[src/rtl/mem_port_arbiter_if.sv]
// Bundle of the IF/MEM-stage request ports, the shared memory bus and the stall outputs.
// The slave modport is the arbiter; the master modport is the pipeline and memory side.
interface mem_port_arbiter_if #(
  parameter int ADDR_W = 32,
  parameter int DATA_W = 32
) ();
  logic              if_req;
  logic [ADDR_W-1:0] if_addr;
  logic              if_kill;
  logic [DATA_W-1:0] if_rdata;
  logic              if_ready;
  logic              dm_req;
  logic              dm_we;
  logic [ADDR_W-1:0] dm_addr;
  logic [DATA_W-1:0] dm_wdata;
  logic [DATA_W-1:0] dm_rdata;
  logic              dm_ready;
  logic              mem_req;
  logic              mem_we;
  logic [ADDR_W-1:0] mem_addr;
  logic [DATA_W-1:0] mem_wdata;
  logic [DATA_W-1:0] mem_rdata;
  logic              mem_ack;
  logic              stall_if;
  logic              stall_mem;

  modport slave (
    input  if_req, if_addr, if_kill, dm_req, dm_we, dm_addr, dm_wdata, mem_rdata, mem_ack,
    output if_rdata, if_ready, dm_rdata, dm_ready, mem_req, mem_we, mem_addr, mem_wdata,
           stall_if, stall_mem
  );

  modport master (
    output if_req, if_addr, if_kill, dm_req, dm_we, dm_addr, dm_wdata, mem_rdata, mem_ack,
    input  if_rdata, if_ready, dm_rdata, dm_ready, mem_req, mem_we, mem_addr, mem_wdata,
           stall_if, stall_mem
  );
endinterface

[src/rtl/mem_port_arbiter.sv]
// Shares one single-ported, variable-latency memory between instruction fetch and load/store,
// with one outstanding transaction, round-robin tie-break and structural-hazard stalls.
module mem_port_arbiter #(
  parameter int ADDR_W = 32,
  parameter int DATA_W = 32
) (
  input logic               clk,
  input logic               rst_n,
  mem_port_arbiter_if.slave bus
);

  typedef enum logic [1:0] {IDLE, IF_BUSY, DM_BUSY, RESP} state_t;

  state_t            state;
  logic              last_grant_if;
  logic              kill_flag;
  logic              mem_req_q;
  logic              mem_we_q;
  logic [ADDR_W-1:0] mem_addr_q;
  logic [DATA_W-1:0] mem_wdata_q;
  logic [DATA_W-1:0] if_rdata_q;
  logic [DATA_W-1:0] dm_rdata_q;
  logic              if_ready_q;
  logic              dm_ready_q;
  logic              if_ready_w;
  logic              if_eligible;
  logic              grant_dm;
  logic              grant_if;

  // A killed fetch is never eligible; on a tie the side not served last wins.
  always_comb begin
    if_eligible = bus.if_req & ~bus.if_kill;
    grant_dm    = bus.dm_req & (~if_eligible | last_grant_if);
    grant_if    = if_eligible & ~grant_dm;
  end

  always_ff @(posedge clk or negedge rst_n) begin
    if (!rst_n) begin
      state         <= IDLE;
      last_grant_if <= 1'b1;
      kill_flag     <= 1'b0;
      mem_req_q     <= 1'b0;
      mem_we_q      <= 1'b0;
      mem_addr_q    <= '0;
      mem_wdata_q   <= '0;
      if_rdata_q    <= '0;
      dm_rdata_q    <= '0;
      if_ready_q    <= 1'b0;
      dm_ready_q    <= 1'b0;
    end else begin
      if_ready_q <= 1'b0;
      dm_ready_q <= 1'b0;
      case (state)
        IDLE: begin
          if (grant_dm) begin
            state       <= DM_BUSY;
            mem_req_q   <= 1'b1;
            mem_we_q    <= bus.dm_we;
            mem_addr_q  <= bus.dm_addr;
            mem_wdata_q <= bus.dm_wdata;
          end else if (grant_if) begin
            state       <= IF_BUSY;
            mem_req_q   <= 1'b1;
            mem_we_q    <= 1'b0;
            mem_addr_q  <= bus.if_addr;
            mem_wdata_q <= '0;
          end
        end
        IF_BUSY: begin
          if (bus.if_kill) begin
            kill_flag <= 1'b1;
          end
          // A flushed fetch still finishes on the bus but is dropped without a response.
          if (bus.mem_ack) begin
            mem_req_q     <= 1'b0;
            last_grant_if <= 1'b1;
            kill_flag     <= 1'b0;
            if (kill_flag || bus.if_kill) begin
              state <= IDLE;
            end else begin
              state      <= RESP;
              if_ready_q <= 1'b1;
              if_rdata_q <= bus.mem_rdata;
            end
          end
        end
        DM_BUSY: begin
          if (bus.mem_ack) begin
            mem_req_q     <= 1'b0;
            last_grant_if <= 1'b0;
            state         <= RESP;
            dm_ready_q    <= 1'b1;
            if (!mem_we_q) begin
              dm_rdata_q <= bus.mem_rdata;
            end
          end
        end
        RESP: begin
          state <= IDLE;
        end
        default: begin
          state <= IDLE;
        end
      endcase
    end
  end

  // Flush arriving during the response cycle still suppresses the fetch pulse.
  assign if_ready_w    = if_ready_q & ~bus.if_kill;

  assign bus.if_ready  = if_ready_w;
  assign bus.dm_ready  = dm_ready_q;
  assign bus.if_rdata  = if_rdata_q;
  assign bus.dm_rdata  = dm_rdata_q;
  assign bus.mem_req   = mem_req_q;
  assign bus.mem_we    = mem_we_q;
  assign bus.mem_addr  = mem_addr_q;
  assign bus.mem_wdata = mem_wdata_q;
  assign bus.stall_if  = bus.if_req & ~if_ready_w;
  assign bus.stall_mem = bus.dm_req & ~dm_ready_q;

endmodule

[src/flat_wrapper.sv]
// flat-port wrapper written by rule: the top's interface ports become plain ports
module mem_port_arbiter_flat 
#(
  parameter int ADDR_W = 32,
  parameter int DATA_W = 32
)
  (clk, rst_n, bus_if_req, bus_if_addr, bus_if_kill, bus_dm_req, bus_dm_we, bus_dm_addr, bus_dm_wdata, bus_mem_rdata, bus_mem_ack, bus_if_rdata, bus_if_ready, bus_dm_rdata, bus_dm_ready, bus_mem_req, bus_mem_we, bus_mem_addr, bus_mem_wdata, bus_stall_if, bus_stall_mem);
  mem_port_arbiter_if #(.ADDR_W(ADDR_W), .DATA_W(DATA_W)) bus_i ();
  input logic clk;
  input logic rst_n;
  input wire logic [$bits(bus_i.if_req)-1:0] bus_if_req;
  input wire logic [$bits(bus_i.if_addr)-1:0] bus_if_addr;
  input wire logic [$bits(bus_i.if_kill)-1:0] bus_if_kill;
  input wire logic [$bits(bus_i.dm_req)-1:0] bus_dm_req;
  input wire logic [$bits(bus_i.dm_we)-1:0] bus_dm_we;
  input wire logic [$bits(bus_i.dm_addr)-1:0] bus_dm_addr;
  input wire logic [$bits(bus_i.dm_wdata)-1:0] bus_dm_wdata;
  input wire logic [$bits(bus_i.mem_rdata)-1:0] bus_mem_rdata;
  input wire logic [$bits(bus_i.mem_ack)-1:0] bus_mem_ack;
  output wire logic [$bits(bus_i.if_rdata)-1:0] bus_if_rdata;
  output wire logic [$bits(bus_i.if_ready)-1:0] bus_if_ready;
  output wire logic [$bits(bus_i.dm_rdata)-1:0] bus_dm_rdata;
  output wire logic [$bits(bus_i.dm_ready)-1:0] bus_dm_ready;
  output wire logic [$bits(bus_i.mem_req)-1:0] bus_mem_req;
  output wire logic [$bits(bus_i.mem_we)-1:0] bus_mem_we;
  output wire logic [$bits(bus_i.mem_addr)-1:0] bus_mem_addr;
  output wire logic [$bits(bus_i.mem_wdata)-1:0] bus_mem_wdata;
  output wire logic [$bits(bus_i.stall_if)-1:0] bus_stall_if;
  output wire logic [$bits(bus_i.stall_mem)-1:0] bus_stall_mem;
  assign bus_i.if_req = bus_if_req;
  assign bus_i.if_addr = bus_if_addr;
  assign bus_i.if_kill = bus_if_kill;
  assign bus_i.dm_req = bus_dm_req;
  assign bus_i.dm_we = bus_dm_we;
  assign bus_i.dm_addr = bus_dm_addr;
  assign bus_i.dm_wdata = bus_dm_wdata;
  assign bus_i.mem_rdata = bus_mem_rdata;
  assign bus_i.mem_ack = bus_mem_ack;
  assign bus_if_rdata = bus_i.if_rdata;
  assign bus_if_ready = bus_i.if_ready;
  assign bus_dm_rdata = bus_i.dm_rdata;
  assign bus_dm_ready = bus_i.dm_ready;
  assign bus_mem_req = bus_i.mem_req;
  assign bus_mem_we = bus_i.mem_we;
  assign bus_mem_addr = bus_i.mem_addr;
  assign bus_mem_wdata = bus_i.mem_wdata;
  assign bus_stall_if = bus_i.stall_if;
  assign bus_stall_mem = bus_i.stall_mem;
  mem_port_arbiter #(.ADDR_W(ADDR_W), .DATA_W(DATA_W)) u_core (.clk(clk), .rst_n(rst_n), .bus(bus_i));
endmodule
[config.mk]
export PLATFORM = sky130hd
export DESIGN_NAME = mem_port_arbiter_flat
export DESIGN_NICKNAME = d
export VERILOG_FILES = /design/src/rtl/mem_port_arbiter_if.sv /design/src/rtl/mem_port_arbiter.sv /design/src/flat_wrapper.sv
export SDC_FILE = /design/constraint.sdc
export NUM_CORES = 1
export LEC_CHECK = 0
export BUFFER_PORTS_ARGS = -buffer_cell sky130_fd_sc_hd__buf_2
export CAP_MARGIN = 15
export CORE_ASPECT_RATIO = 0.9
export CORE_UTILIZATION = 50
export CTS_CLUSTER_SIZE = 10
export DETAILED_ROUTE_END_ITERATION = 16
export PLACE_DENSITY = 0.82
export SLEW_MARGIN = 10
export SYNTH_ARGS = -nofsm -noshare
export SYNTH_HDL_FRONTEND = slang
export SYNTH_SLANG_ARGS = --single-unit
export TNS_END_PERCENT = 5
[constraint.sdc]
create_clock -name clk -period 5.38 [get_ports clk]
set_input_delay 1.076 -clock clk [delete_from_list [all_inputs] [get_ports clk]]
set_output_delay 1.076 -clock clk [all_outputs]
set_load 0.1 [all_outputs]
==> results.yml, run 1 <==
clock_tree:
  cts-root-buf: "clkbuf_16"
  clock_latency_ps: 410
  cts_tree: "done"
  hold_buffers: 0
  htreeDepth: 4
  cts_setup_buffers: 0
  cts_resized: 0
  clockBufferDepth: 2
  cts_sinks: 136
  clk_pin_slew_worst_paths_ps: 60
  numCtsBuffers: 17
global_route:
  grt.total_usage: 0.258
  grt_pass1_vias: 4962
  grt_pass1_wl_um: 24200
  grt-ovfl-total: 0
  grt_max_degree: 104
  grt_antenna_before_repair: 0
min_path:
  hp-class: "reg2reg"
floorplanning:
  die_w_um: 117
  core-area_um2: 11500
  core.rowCount: 37
  initial_core_util: 0.517
  io_pins: 269
  dieArea_um2: 12300
  fp.dieH_um: 105
sta:
  setup_violations: 0
  finalHoldViolCount: 0
  min_period_over_period: 0.565
  fin_ws_ps: 2340
  slew_violations: 0
  rsz0062_at_grt: "false"
  finClkSkew_ps: 12.8
  fmax_mhz: 329
  worst_pin_slew_ps: 942
  fin_tns_setup_ps: 0
  period_minus_slack_ps: 3040
  slew-limit-headroom: 0.372
logic_synthesis:
  yosys-top-cells-area: "dfrtp_1 (57%), mux2_2 (12%), o221a_2 (5.9%)"
  avgSynthCellArea_um2: 12.5
  synth_area_um2: 5940
  synth_most_common_cell: "dfrtp_1"
  synth_cells: 477
  synthFlopType: "dfrtp_1"
  synth-seq-area-share: 0.573
  yosysTopAreaCell: "dfrtp_1"
  ys_seq_elements: 136
  ys_warn_count: 0
  synthArstFlopShare: 1.00
  syn-num-nets: 617
  yosysUniqueCellTypes: 32
  synth-edff-count: 0
  synth_common_cells: "dfrtp_1 (135), mux2_2 (65), inv_1 (36)"
  synth_top_area_frac: 0.569
placed_design:
  post-place-ws_ps: 2380
  place_congestion: 0.780
  placed_area_um2: 7350
  placement.io_buffers: 268
  dpl.hpwl_um: 10600
route:
  wirelength_um: 15500
  final_antenna_net_count: 0
  vias_per_cell: 5.38
  drc_errors: 0
  firstDrtPassIters: 5
  first_iter_violations: 269
  vias: 4833
  wl_per_cell_um: 17.3
setup_path:
  r2r_start: "u_core.state[1]$_DFFE_PN0P_"
  path_max_fanout: 9
  cp.required_ps: 4300
  critPathCapture: "bus_stall_if"
  critical_path_class: "in2out"
  setup.worst_path.end_class: "output pin"
  reg2reg_to: "u_core.bus.if_rdata[8]$_DFFE_PN0P_"
  worstRegToRegCells: 6
  crit_start: "bus_if_kill"
  cp.arrival_ps: 1960
  reg2reg_setup_slack_ps: 3370
  worst_setup_path_start_kind: "input port"
final_layout:
  drive_above_1_share: 0.553
  utilization: 0.695
  fill_cells: 873
  n_antenna_cell: 0
  fin_nets: 869
  areaGrowthSynthToFinish_pct: 34.4
  final_cell_area_um2: 7980
outcome:
  run_status: "finished clean"
job:
  drv_cap: 0
-- area by class of cell --
class | instances | area [µm²] | share of cell area
clock buffers | 22 | 464 | 0.0582
inverters | 36 | 135 | 0.0169
flip-flops and latches | 136 | 3400 | 0.427
repair buffers | 277 | 1420 | 0.177
multi-input cells | 261 | 2200 | 0.276
well taps | 156 | 195 | 0.0245
clock inverters | 10 | 166 | 0.0208
-- cell families (layout without fill, tap and decap cells) --
family                     after synthesis  after routing  synth area share
AOI/OAI and AO/OA                      139            139             0.188
DFF                                    136            136             0.573
buffers and inverters                   80            345            0.0609
muxes                                   66             66             0.125
and+or+nand+nor                         51             51            0.0425
adders and majority gates                5              5            0.0105
-- stage by stage --
step                instances  hold slack, ps
finish                    898             498
floorplan                 477             515
detailed placement        866             486
CTS                       898             501
global route              898             514
global placement          866             481
-- routing by layer --
metal,vias to the layer above,part of all wire,GRT usage
li1,2236,-,-
met5,-,0,0
met3,37,0.060,0.0765
met4,0,0.032,0.125
met2,190,0.52,0.452
met1,2370,0.38,0.281
-- state kept, by name (all words and copies together) (netlist names) --
name and cells:
u_core.bus.mem_wdata 32, u_core.last_grant_if 1, u_core.bus.mem_addr 32, u_core.bus.if_rdata 32, u_core.bus.mem_req 1, u_core.bus.dm_ready 1, u_core.kill_flag 1, u_core.state 2
u_core.if_ready_q 1, u_core.bus.mem_we 1, u_core.bus.dm_rdata 32
-- cells in the final DEF (no fill, tap or decap), drive strengths merged --
cell	count
a211o	1
a21boi	1
a21oi	4
a221oi	1
a22o	33
a22oi	31
a2bb2oi	2
a32oi	1
and2	1
and3	1
buf	277
bufinv	4
clkbuf	22
clkinv	3
clkinvlp	2
dfrtp	135
dfstp	1
ha	5
inv	37
mux2	66
nand2	33
nand2b	3
nor2	4
nor2b	4
nor3	1
nor3b	1
nor4bb	1
o21ai	33
o221a	31
o221ai	1
or3b	2
-- worst min-delay path by stage --
stage                                                 endpoint  slack, ps                                  from  cells past startpoint
final                       u_core.bus.dm_rdata[8]$_DFFE_PN0P_        500    u_core.bus.dm_rdata[8]$_DFFE_PN0P_                      1
after global routing       u_core.bus.dm_rdata[25]$_DFFE_PN0P_        510   u_core.bus.dm_rdata[25]$_DFFE_PN0P_                      1
after CTS                   u_core.bus.dm_rdata[8]$_DFFE_PN0P_        500    u_core.bus.dm_rdata[8]$_DFFE_PN0P_                      1
after detailed placement  u_core.bus.mem_wdata[24]$_DFFE_PN0P_        490  u_core.bus.mem_wdata[24]$_DFFE_PN0P_                      1
after global placement      u_core.bus.dm_rdata[6]$_DFFE_PN0P_        480    u_core.bus.dm_rdata[6]$_DFFE_PN0P_                      1
after floorplan               u_core.last_grant_if$_DFFE_PN1P_        510      u_core.last_grant_if$_DFFE_PN1P_                      2
-- worst max-delay path: stages --
cell	delay (ps)
buf_2	220
nor2b_1	100
nor2b_1	130
buf_2	440
Power of run 1 is left out: the tool's default activity adds up to more than one toggle a clock period on the data nets, which glitch-free logic cannot reach.
==> inputs of run 2 (changes only) <==
- CORE_UTILIZATION: 50 -> 43
- PLACE_DENSITY: 0.82 -> 0.75
- clock period: 5.38 -> 2.5 ns (I/O delays scaled with it)
==> run 2 against run 1 <==
Clock-buffer cell count down 1. Sequential share of layout area down 0.48 points. Clock skew down 0.80 ps. Routed wire length up 0.59%. Die area up 16%. Via count down 0.68%. First-iteration DRC count up 8.9%. Critical path type is now reg2out. Critical endpoint unchanged. Design area up 1.1%. Global-route usage down 3.4 points. Worst hold slack worse by 470 ps. Critical path depth down 1.
==> results.yml, run 2 (synthesis results as in run 1) <==
clock_tree:
  htreeDepth: 4
  numCtsBuffers: 17
  clock_latency_ps: 420
  cts_setup_buffers: 0
  cts_resized: 0
  cts_tree: "done"
  cts_sinks: 136
  hold_buffers: 0
  clk_pin_slew_worst_paths_ps: 60
  cts-root-buf: "clkbuf_16"
  clockBufferDepth: 2
setup_path:
  cp.required_ps: 2000
  worst_setup_path_start_kind: "flop"
  critPathCapture: "bus_stall_if"
  reg2reg_to: "u_core.bus.if_rdata[0]$_DFFE_PN0P_"
  cp_slowest_stage_delay_ps: 420
  worstRegToRegCells: 6
  crit_buf_inv: 1
  crit_start: "u_core.if_ready_q$_DFF_PN0_"
  path_cells: "nor2b_2 > nor2b_2 > buf_2"
  path_max_fanout: 2
  reg2reg_setup_slack_ps: 570
  path_common_cell: "nor2b_2"
  cp.arrival_ps: 1460
  cpMaxStageDelayCell: "buf_2"
  path_delay_family: "buffers and inverters"
  setup.worst_path.end_class: "output pin"
  r2r_start: "u_core.state[1]$_DFFE_PN0P_"
  critical_path_class: "reg2out"
  path_depth: 3
final_layout:
  n_antenna_cell: 0
  instances_no_fill: 913
  fin_nets: 872
  layout_commonest_cell: "buf_2"
  drive_above_1_share: 0.560
  areaGrowthSynthToFinish_pct: 35.9
  utilization: 0.602
  final_cell_area_um2: 8070
  final_cell_mix: "buf_2 (266), dfrtp_1 (135), mux2_2 (65), inv_1 (36)"
route:
  vias_per_cell: 5.26
  wl_met2_um: 8200
  wl_per_cell_um: 17.1
  final_antenna_net_count: 0
  drc_errors: 0
  wl_met1_um: 6230
  wirelength_um: 15600
  first_iter_violations: 293
  top_layer: "met5"
  dr_wl_met3_um: 874
  vias: 4800
  firstDrtPassIters: 6
floorplanning:
  fp.dieH_um: 114
  die_w_um: 126
  initial_core_util: 0.443
  io_pins: 269
  core-area_um2: 13400
  dieArea_um2: 14300
  core.rowCount: 40
sta:
  setup_violations: 0
  period_minus_slack_ps: 1960
  slew_violations: 0
  finalHoldViolCount: 0
  fmax_mhz: 511
  worst_pin_slew_ps: 551
  rsz0062_at_grt: "false"
  finClkSkew_ps: 12.0
  min_period_over_period: 0.782
  slew-limit-headroom: 0.633
global_route:
  grt_antenna_before_repair: 1
  grt_max_degree: 64
  grt-ovfl-total: 0
  grt_pass1_wl_um: 24800
  grt_pass1_vias: 4920
  grt.total_usage: 0.224
min_path:
  hp-class: "in2async"
placed_design:
  placed_area_um2: 7430
  place_inst: 881
  placement.io_buffers: 268
  dpl.hpwl_um: 10900
  place_congestion: 0.759
outcome:
  run_status: "finished clean"
job:
  drv_cap: 0
## run 2: final cells by class
| cell class | instances | area (µm²) |
|---|---|---|
| fillers | 1076 | 5340 |
| flip-flops and latches | 136 | 3400 |
| clock buffers | 21 | 470 |
| well taps | 168 | 210 |
| inverters | 36 | 135 |
| multi-input cells | 261 | 2210 |
| clock inverters | 11 | 169 |
| repair buffers | 280 | 1480 |
## run 2: metrics by stage
stage | hold slack (ps) | TNS (ps) | setup WS, ps
final | 29.7 | 0 | 544
after global routing | 55.0 | 0 | 397
after CTS | 38.6 | 0 | 530
after detailed placement | 486 | 0 | 572
after global placement | 468 | 0 | 628
after floorplan | 204 | -158 | -158
## run 2: how the worst min path moves through the flow
stage	from	to	slack, ps	depth (start not counted)
CTS	rst_n	u_core.bus.dm_rdata[23]$_DFFE_PN0P_	40	1
global placement	rst_n	u_core.bus.dm_rdata[24]$_DFFE_PN0P_	470	1
finish	rst_n	u_core.bus.dm_rdata[24]$_DFFE_PN0P_	30	1
detailed placement	rst_n	u_core.bus.dm_rdata[23]$_DFFE_PN0P_	490	1
global route	rst_n	u_core.bus.if_rdata[24]$_DFFE_PN0P_	50	1
floorplan	rst_n	u_core.bus.dm_rdata[0]$_DFFE_PN0P_	200	0
## run 2: per-layer routing
metal / up-vias / global-route usage
met5: - / 0
met1: 2338 / 0.261
met3: 26 / 0.0614
met4: 2 / 0.0827
li1: 2241 / -
met2: 193 / 0.396
## run 2: worst reg2reg max path, cell delays in order, from the launching register on
cell,delay [ps]
dfrtp_1,400
inv_1,100
ha_1,250
nand2_1,120
nor3_4,110
buf_4,420
mux2_2,420
Power of run 2 is left out for the same reason.
